[src/rtl/stage_if_pkg.sv]
// -----------------------------------------------------------------------------
// stage_if_pkg
// Shared types and constants for the instruction-fetch stage.
//   - if_state_e  : fetch FSM state encoding (2 bits)
//   - fetch_pkt_t : {pc, inst} pair carried to the IF/ID register
//   - DEF_RESET_PC / DEF_NOP_INST : default parameter values
//   - word_align() : clears the two low address bits
// -----------------------------------------------------------------------------
package stage_if_pkg;

  localparam logic [31:0] DEF_RESET_PC = 32'h0000_0000;
  localparam logic [31:0] DEF_NOP_INST = 32'h0000_0013;  // addi x0,x0,0

  typedef enum logic [1:0] {
    IF_S_REQ  = 2'd0,  // request outstanding on the bus (imem_req=1)
    IF_S_WAIT = 2'd1,  // granted, waiting for rvalid
    IF_S_HOLD = 2'd2,  // data parked in pending while IF/ID is stalled
    IF_S_DROP = 2'd3   // granted request became stale, swallow its rvalid
  } if_state_e;

  typedef struct packed {
    logic [31:0] pc;
    logic [31:0] inst;
  } fetch_pkt_t;

  function automatic logic [31:0] word_align(input logic [31:0] addr);
    return {addr[31:2], 2'b00};
  endfunction

endpackage

[src/rtl/stage_if_if.sv]
// -----------------------------------------------------------------------------
// stage_if_if
// Instruction-memory port of the fetch stage: single-outstanding
// req/gnt/rvalid handshake.
//   imem_req    fetch request valid            (fetch -> memory)
//   imem_addr   word-aligned fetch address     (fetch -> memory)
//   imem_gnt    request accepted this cycle    (memory -> fetch)
//   imem_rvalid read data valid                (memory -> fetch)
//   imem_rdata  instruction word               (memory -> fetch)
// master = fetch stage, slave = instruction memory.
// -----------------------------------------------------------------------------
interface stage_if_if;

  logic        imem_req;
  logic [31:0] imem_addr;
  logic        imem_gnt;
  logic        imem_rvalid;
  logic [31:0] imem_rdata;

  modport master (
    output imem_req,
    output imem_addr,
    input  imem_gnt,
    input  imem_rvalid,
    input  imem_rdata
  );

  modport slave (
    input  imem_req,
    input  imem_addr,
    output imem_gnt,
    output imem_rvalid,
    output imem_rdata
  );

endinterface

[src/rtl/if_out_buf.sv]
// -----------------------------------------------------------------------------
// if_out_buf
// IF/ID output register plus a one-entry pending slot.
//   clk, rst     clock, asynchronous active-high reset
//   flush_i      redirect: invalidate output (NOP) and drop pending
//   load_i       write load_pkt_i straight into the output register
//   push_i       park load_pkt_i in the pending slot (output is stalled)
//   pop_i        move the pending slot into the output register
//   stall_i      hold a valid output unchanged
//   load_pkt_i   {pc, inst} of the returning fetch
//   if_pc_o / if_inst_o / if_valid_o  presented instruction
// With no load/pop and no stall, the output drops to NOP/invalid while
// the PC is left as it was.
// -----------------------------------------------------------------------------
module if_out_buf
  import stage_if_pkg::*;
#(
  parameter logic [31:0] RESET_PC = DEF_RESET_PC,
  parameter logic [31:0] NOP_INST = DEF_NOP_INST
) (
  input  logic        clk,
  input  logic        rst,
  input  logic        flush_i,
  input  logic        load_i,
  input  logic        push_i,
  input  logic        pop_i,
  input  logic        stall_i,
  input  fetch_pkt_t  load_pkt_i,
  output logic [31:0] if_pc_o,
  output logic [31:0] if_inst_o,
  output logic        if_valid_o
);

  fetch_pkt_t out_q, out_d;
  fetch_pkt_t pend_q, pend_d;
  logic       out_valid_q, out_valid_d;
  logic       pend_valid_q, pend_valid_d;

  always_comb begin
    // NOTE: every signal gets a default first so no path leaves it unassigned
    // (which would infer a latch).
    out_d        = out_q;
    out_valid_d  = out_valid_q;
    pend_d       = pend_q;
    pend_valid_d = pend_valid_q;

    if (flush_i) begin
      out_valid_d  = 1'b0;
      out_d.inst   = NOP_INST;
      pend_valid_d = 1'b0;
    end else begin
      if (load_i) begin
        out_d       = load_pkt_i;
        out_valid_d = 1'b1;
      end else if (pop_i && pend_valid_q) begin
        out_d        = pend_q;
        out_valid_d  = 1'b1;
        pend_valid_d = 1'b0;
      end else if (!(stall_i && out_valid_q)) begin
        // Output consumed (or already empty): present a bubble, keep PC.
        out_valid_d = 1'b0;
        out_d.inst  = NOP_INST;
      end

      if (push_i) begin
        pend_d       = load_pkt_i;
        pend_valid_d = 1'b1;
      end
    end
  end

  // NOTE: the pending payload is reset along with its valid bit; it is only
  // one entry wide, so a deterministic reset value costs nothing.
  always_ff @(posedge clk or posedge rst) begin
    if (rst) begin
      out_q        <= '{pc: RESET_PC, inst: NOP_INST};
      out_valid_q  <= 1'b0;
      pend_q       <= '0;
      pend_valid_q <= 1'b0;
    end else begin
      // NOTE: non-blocking assignments so every register samples the
      // pre-edge values, independent of statement order.
      out_q        <= out_d;
      out_valid_q  <= out_valid_d;
      pend_q       <= pend_d;
      pend_valid_q <= pend_valid_d;
    end
  end

  assign if_pc_o    = out_q.pc;
  assign if_inst_o  = out_q.inst;
  assign if_valid_o = out_valid_q;

endmodule

[src/rtl/stage_if.sv]
// -----------------------------------------------------------------------------
// stage_if
// Instruction-fetch stage. Owns the fetch PC, drives a single-outstanding
// req/gnt/rvalid instruction-memory port and presents pc/inst/valid to the
// IF/ID register. A redirect from EX (br_ctrl/br_pc) has top priority: it
// reloads the PC, flushes the output and pending slot, and discards any
// in-flight fetch.
//   clk, rst     clock, asynchronous active-high reset
//   stall_if     hold IF/ID outputs (load-use stall)
//   br_ctrl      redirect request; br_pc target (bits [1:0] ignored)
//   imem         instruction-memory port (stage_if_if.master)
//   if_pc, if_inst, if_valid   presented instruction
// -----------------------------------------------------------------------------
module stage_if
  import stage_if_pkg::*;
#(
  parameter logic [31:0] RESET_PC = DEF_RESET_PC,
  parameter logic [31:0] NOP_INST = DEF_NOP_INST
) (
  input  logic         clk,
  input  logic         rst,
  input  logic         stall_if,
  input  logic         br_ctrl,
  input  logic [31:0]  br_pc,
  stage_if_if.master   imem,
  output logic [31:0]  if_pc,
  output logic [31:0]  if_inst,
  output logic         if_valid
);

  if_state_e   state_q, state_d;
  logic [31:0] fetch_pc_q, fetch_pc_d;
  logic [31:0] req_pc_q, req_pc_d;

  logic        out_free;
  logic        buf_load, buf_push, buf_pop;
  fetch_pkt_t  rsp_pkt;

  assign out_free = !stall_if || !if_valid;
  assign rsp_pkt  = '{pc: req_pc_q, inst: imem.imem_rdata};

  // State register
  always_ff @(posedge clk or posedge rst) begin
    if (rst) begin
      state_q    <= IF_S_REQ;
      fetch_pc_q <= RESET_PC;
      req_pc_q   <= RESET_PC;
    end else begin
      state_q    <= state_d;
      fetch_pc_q <= fetch_pc_d;
      req_pc_q   <= req_pc_d;
    end
  end

  // Next-state and PC logic
  always_comb begin
    state_d    = state_q;
    fetch_pc_d = fetch_pc_q;
    req_pc_d   = req_pc_q;

    unique case (state_q)
      IF_S_REQ: begin
        if (imem.imem_gnt) begin
          req_pc_d   = fetch_pc_q;
          fetch_pc_d = fetch_pc_q + 32'd4;  // wraps modulo 2^32
          // A grant in the redirect cycle fetches from the old stream.
          state_d    = br_ctrl ? IF_S_DROP : IF_S_WAIT;
        end
      end
      IF_S_WAIT: begin
        if (br_ctrl)
          state_d = imem.imem_rvalid ? IF_S_REQ : IF_S_DROP;
        else if (imem.imem_rvalid)
          state_d = out_free ? IF_S_REQ : IF_S_HOLD;
      end
      IF_S_HOLD: begin
        if (br_ctrl || !stall_if)
          state_d = IF_S_REQ;
      end
      IF_S_DROP: begin
        if (imem.imem_rvalid)
          state_d = IF_S_REQ;
      end
      default: state_d = IF_S_REQ;
    endcase

    // The redirect target beats the +4 increment in every state.
    if (br_ctrl)
      fetch_pc_d = word_align(br_pc);
  end

  // Output logic
  always_comb begin
    imem.imem_req  = (state_q == IF_S_REQ) && !rst;
    imem.imem_addr = fetch_pc_q;
    buf_load       = 1'b0;
    buf_push       = 1'b0;
    buf_pop        = 1'b0;

    unique case (state_q)
      IF_S_WAIT: begin
        if (imem.imem_rvalid && !br_ctrl) begin
          buf_load = out_free;
          buf_push = !out_free;
        end
      end
      IF_S_HOLD: buf_pop = !stall_if && !br_ctrl;
      default: ;
    endcase
  end

  if_out_buf #(
    .RESET_PC (RESET_PC),
    .NOP_INST (NOP_INST)
  ) u_out_buf (
    .clk        (clk),
    .rst        (rst),
    .flush_i    (br_ctrl),
    .load_i     (buf_load),
    .push_i     (buf_push),
    .pop_i      (buf_pop),
    .stall_i    (stall_if),
    .load_pkt_i (rsp_pkt),
    .if_pc_o    (if_pc),
    .if_inst_o  (if_inst),
    .if_valid_o (if_valid)
  );

`ifndef SYNTHESIS
  // Memory must not return data when no request is in flight.
  a_rvalid_in_flight : assert property (@(posedge clk) disable iff (rst)
    !(imem.imem_rvalid && (state_q == IF_S_REQ || state_q == IF_S_HOLD)));
`endif

endmodule

[src/flat_wrapper.sv]
// flat-port wrapper written by rule: the top's interface ports become plain ports
module stage_if_flat import stage_if_pkg::*;
#(
  parameter logic [31:0] RESET_PC = DEF_RESET_PC,
  parameter logic [31:0] NOP_INST = DEF_NOP_INST
)
  (clk, rst, stall_if, br_ctrl, br_pc, if_pc, if_inst, if_valid, imem_imem_req, imem_imem_addr, imem_imem_gnt, imem_imem_rvalid, imem_imem_rdata);
  stage_if_if imem_i ();
  input  logic clk;
  input  logic rst;
  input  logic stall_if;
  input  logic br_ctrl;
  input  logic [31:0] br_pc;
  output logic [31:0] if_pc;
  output logic [31:0] if_inst;
  output logic if_valid;
  output wire logic [$bits(imem_i.imem_req)-1:0] imem_imem_req;
  output wire logic [$bits(imem_i.imem_addr)-1:0] imem_imem_addr;
  input wire logic [$bits(imem_i.imem_gnt)-1:0] imem_imem_gnt;
  input wire logic [$bits(imem_i.imem_rvalid)-1:0] imem_imem_rvalid;
  input wire logic [$bits(imem_i.imem_rdata)-1:0] imem_imem_rdata;
  assign imem_imem_req = imem_i.imem_req;
  assign imem_imem_addr = imem_i.imem_addr;
  assign imem_i.imem_gnt = imem_imem_gnt;
  assign imem_i.imem_rvalid = imem_imem_rvalid;
  assign imem_i.imem_rdata = imem_imem_rdata;
  stage_if #(.RESET_PC(RESET_PC), .NOP_INST(NOP_INST)) u_core (.clk(clk), .rst(rst), .stall_if(stall_if), .br_ctrl(br_ctrl), .br_pc(br_pc), .imem(imem_i), .if_pc(if_pc), .if_inst(if_inst), .if_valid(if_valid));
endmodule
[config.mk]
export PLATFORM = sky130hd
export DESIGN_NAME = stage_if_flat
export DESIGN_NICKNAME = d
export VERILOG_FILES = /design/src/rtl/stage_if_pkg.sv /design/src/rtl/stage_if_if.sv /design/src/rtl/if_out_buf.sv /design/src/rtl/stage_if.sv /design/src/flat_wrapper.sv
export SDC_FILE = /design/constraint.sdc
export NUM_CORES = 1
export LEC_CHECK = 0
export ABC_AREA = 0
export CORE_ASPECT_RATIO = 1.5
export CORE_UTILIZATION = 52
export DETAILED_ROUTE_END_ITERATION = 12
export PLACE_DENSITY_LB_ADDON = 0.3
export SETUP_SLACK_MARGIN = 0.2
export SLEW_MARGIN = 40
export SYNTH_ARGS = -nofsm -noshare
export SYNTH_HDL_FRONTEND = slang
export SYNTH_HIERARCHICAL = 1
export SYNTH_SLANG_ARGS = --single-unit
[constraint.sdc]
create_clock -name clk -period 5 [get_ports clk]
set_clock_uncertainty 0.05 [all_clocks]
set_input_delay 0.75 -clock clk [delete_from_list [all_inputs] [get_ports clk]]
set_output_delay 0.75 -clock clk [all_outputs]
set_load 0.02 [all_outputs]
==> impl_metrics.py <==
metrics = {
    "clocking": {
        "htreeDepth": 4,
        "root_buffer": "clkbuf_16",
        "cts_hold_buf": 0,
        "cts_setup_buffers": 0,
        "ctsResizeCount": 0,
        "clk_pin_slew_worst_paths_ns": 0.07,
        "cts.sinks": 192,
        "cts_tree": "done",
        "cts_buffers": 17,
        "clk_path_buf_depth": 2,
        "clock_latency_ns": 0.43,
    },
    "global_routing": {
        "grt_usage": 0.261,
        "grt_pass1_wl_mm": 34.5,
        "antenna_found_initial": 0,
        "grt_start_max_net_pins": 71,
        "grt_remaining_overflow": 0,
        "grt_pass1_vias": 6634,
    },
    "die": {
        "pin_count": 168,
        "die_w_um": 107,
        "start_util": 0.531,
        "coreArea_um2": 16100,
        "dieArea_um2": 17000,
        "rows": 57,
        "die_h_um": 159,
    },
    "drt": {
        "wl_per_cell_um": 19.3,
        "drt_pass1_iterations": 9,
        "drcViolationCount": 2,
        "drtAntennaViolNets": 0,
        "drt_iter0_drc": 391,
        "wl_mm": 21.2,
        "viasPerCell": 5.83,
        "vias": 6403,
    },
    "cells_and_area": {
        "nets": 950,
        "fill_cells": 1232,
        "ff_latch_area_um2": 4810,
        "diodes": 0,
        "drive_gt1_frac": 0.212,
        "multiInputGateArea_um2": 3550,
        "area_delta_synth_final_pct": 28.7,
    },
    "place": {
        "hpwl_mm": 14.2,
        "gp_congestion": 0.871,
        "port_buffers": 163,
    },
    "timing": {
        "hold_violations": 0,
        "setup_viol_count_final": 0,
        "final.setup.tns_ns": 0,
        "fin_crit_sh": 0.620,
        "drv_slew": 0,
        "maxClockFrequency_mhz": 323,
        "relSlewSlack": 0.459,
        "fin_crit_ns": 3.10,
        "rsz0062_at_grt": "no",
        "worstMarginPinSlew_ns": 0.804,
    },
    "synthesis": {
        "async_flop_share": 1.00,
        "yosysWarnings": 6,
        "ys_top_cells_by_count": "189 x dfrtp_1, 129 x mux2_2, 111 x nand2_1",
        "synth_cells": 727,
        "synth.top_cell.area_share": 0.552,
        "yosysTopAreaCell": "dfrtp_1",
        "avgSynthCellArea_um2": 11.8,
        "syn_area_um2": 8560,
        "synth-edff-count": 0,
        "synth_cell_type_count": 45,
        "synth_flop_cell": "dfrtp_1",
        "ys_ff_latch": 192,
        "yosysMostFrequentCell": "dfrtp_1",
        "synth_area_leaders": "dfrtp_1 55%, mux2_2 17%, nand2_1 4.9%",
        "seq_area_frac_synth": 0.562,
    },
    "setup_path": {
        "required_ns": 5.27,
        "crit_slowest_cell": "clkdlybuf4s50_1",
        "end_kind": "flop",
        "arrival_ns": 3.37,
        "crit_family": "simple AND/OR/NAND/NOR gates",
        "cp_num_buf_inv": 2,
        "path_depth": 6,
        "cp_cell_sequence": "clkdlybuf4s50_1, nor4b_1, a21oi_1, nor2_4, buf_16, mux2_2",
        "worstSetupPathType": "in -> reg",
        "slowest_delay_ns": 0.67,
        "cp_max_fo": 19,
        "start_kind": "primary input",
        "rr_worst_depth": 4,
    },
    "status": {
        "violations": "design-rule violations",
        "status": "complete, but fails checks",
    },
    "power": {
        "p_per_area_nw_per_um2": 367,
        "peakVddDrop_v": 0.000245,
        "leakagePower_nw": 5.01,
        "report.power.total_mw": 4.05,
    },
    "flow_run": {
        "max_cap_violations": 0,
    },
    "hold_path": {
        "hold_depth": 2,
        "min_path_type": "reg -> reg",
    },
}
==> worst paths after layout <==
check | start | end | slack, ns
max in group asynchronous | rst | u_core/imem.imem_addr[20]$_DFFE_PP0P_ | 3.14
min | u_core/req_pc_q[14]$_DFFE_PP0P_ | u_core/req_pc_q[14]$_DFFE_PP0P_ | 0.45
max | br_ctrl | u_core/u_out_buf/if_pc_o[21]$_DFFE_PP0P_ | 1.90
min reg2reg | u_core/req_pc_q[14]$_DFFE_PP0P_ | u_core/req_pc_q[14]$_DFFE_PP0P_ | 0.45
max reg2reg | u_core/state_q[0]$_DFFE_PP0P_ | u_core/imem.imem_addr[27]$_DFFE_PP0P_ | 2.20
min in group asynchronous | rst | u_core/u_out_buf/pend_q[43]$_DFFE_PP0P_ | 0.85
==> power by group <==
group	internal [mW]	switching, mW
Clock	0.718	0.634
Combinational	0.346	0.395
Sequential	1.75	0.201
Total	2.82	1.23
==> cell usage in the layout, fill, tap and decap left out, types with 4 or more instances in the layout <==
| cell type | instances |
|---|---|
| nand3_1 | 19 |
| dfrtp_1 | 189 |
| inv_6 | 6 |
| mux2_2 | 129 |
| nand4_1 | 13 |
| buf_4 | 8 |
| o21ai_0 | 19 |
| clkdlybuf4s50_1 | 163 |
| a31oi_1 | 16 |
| conb_1 | 6 |
| and4_1 | 5 |
| a221o_1 | 29 |
| nor3_1 | 4 |
| clkbuf_16 | 17 |
| inv_8 | 5 |
| or4_1 | 12 |
| inv_1 | 5 |
| nor2_1 | 27 |
| and3_1 | 4 |
| xnor2_1 | 7 |
| o31ai_1 | 10 |
| mux2i_1 | 5 |
| nand2_1 | 111 |
| and2_1 | 30 |
==> tightest hold or removal path, cell delays in order (launching register included) <==
cell	delay, ns
dfrtp_1	0.36
nand2_1	0.05
nand2_1	0.05
==> state kept, by name (all words and copies together), names as in the netlist <==
| name | flops |
|---|---|
| u_core/state_q | 2 |
| u_core/imem.imem_addr | 30 |
| u_core/u_out_buf/if_inst_o | 32 |
| u_core/u_out_buf/if_pc_o | 32 |
| u_core/req_pc_q | 30 |
| u_core/u_out_buf/pend_q | 64 |
| u_core/u_out_buf/if_valid_o | 1 |
| u_core/u_out_buf/pend_valid_q | 1 |
==> area by class of cell <==
cell class,instances,area share
Clock buffer,18,0.0390
Inverter,8,0.00318
Clock inverter,14,0.0149
Multi-Input combinational cell,486,0.323
Sequential cell,192,0.437
Timing Repair Buffer,174,0.160
Tap cell,206,0.0234
==> cells by family (layout without fill, tap and decap cells) <==
kind of cell	after synthesis	in the layout	share of synthesized area
adders and majority gates	1	1	0.00146
AOI/OAI and AO/OA	88	88	0.0780
xor gates and xnor gates	10	10	0.0102
other	1	6	0.000438
and+or+nand+nor	247	247	0.143
buffers and inverters	54	214	0.0301
DFF	192	192	0.562
muxes	134	134	0.176
==> per-layer routing <==
layer | routed length (um) | vias up | share of wire | track usage
li1 | - | 2906 | - | -
met4 | 371 | 0 | 0.018 | 0.0878
met5 | 0 | - | 0 | 0
met1 | 8530 | 3228 | 0.40 | 0.328
met3 | 1180 | 28 | 0.056 | 0.0581
met2 | 11100 | 241 | 0.52 | 0.444
==> through the flow <==
step                 util  area [um^2]  instances  hold WS [ns]  worst slack [ns]
floorplan               -         8580        732         0.407             0.736
global placement    0.643        10400       1064         0.426              1.47
detailed placement  0.644        10400       1065         0.430              1.38
CTS                 0.681        11000       1097         0.449              1.82
global route        0.683        11000       1098         0.472              1.81
finish              0.683        11000       1098         0.446              1.90
No activity file was read; power rests on OpenSTA's default activity.
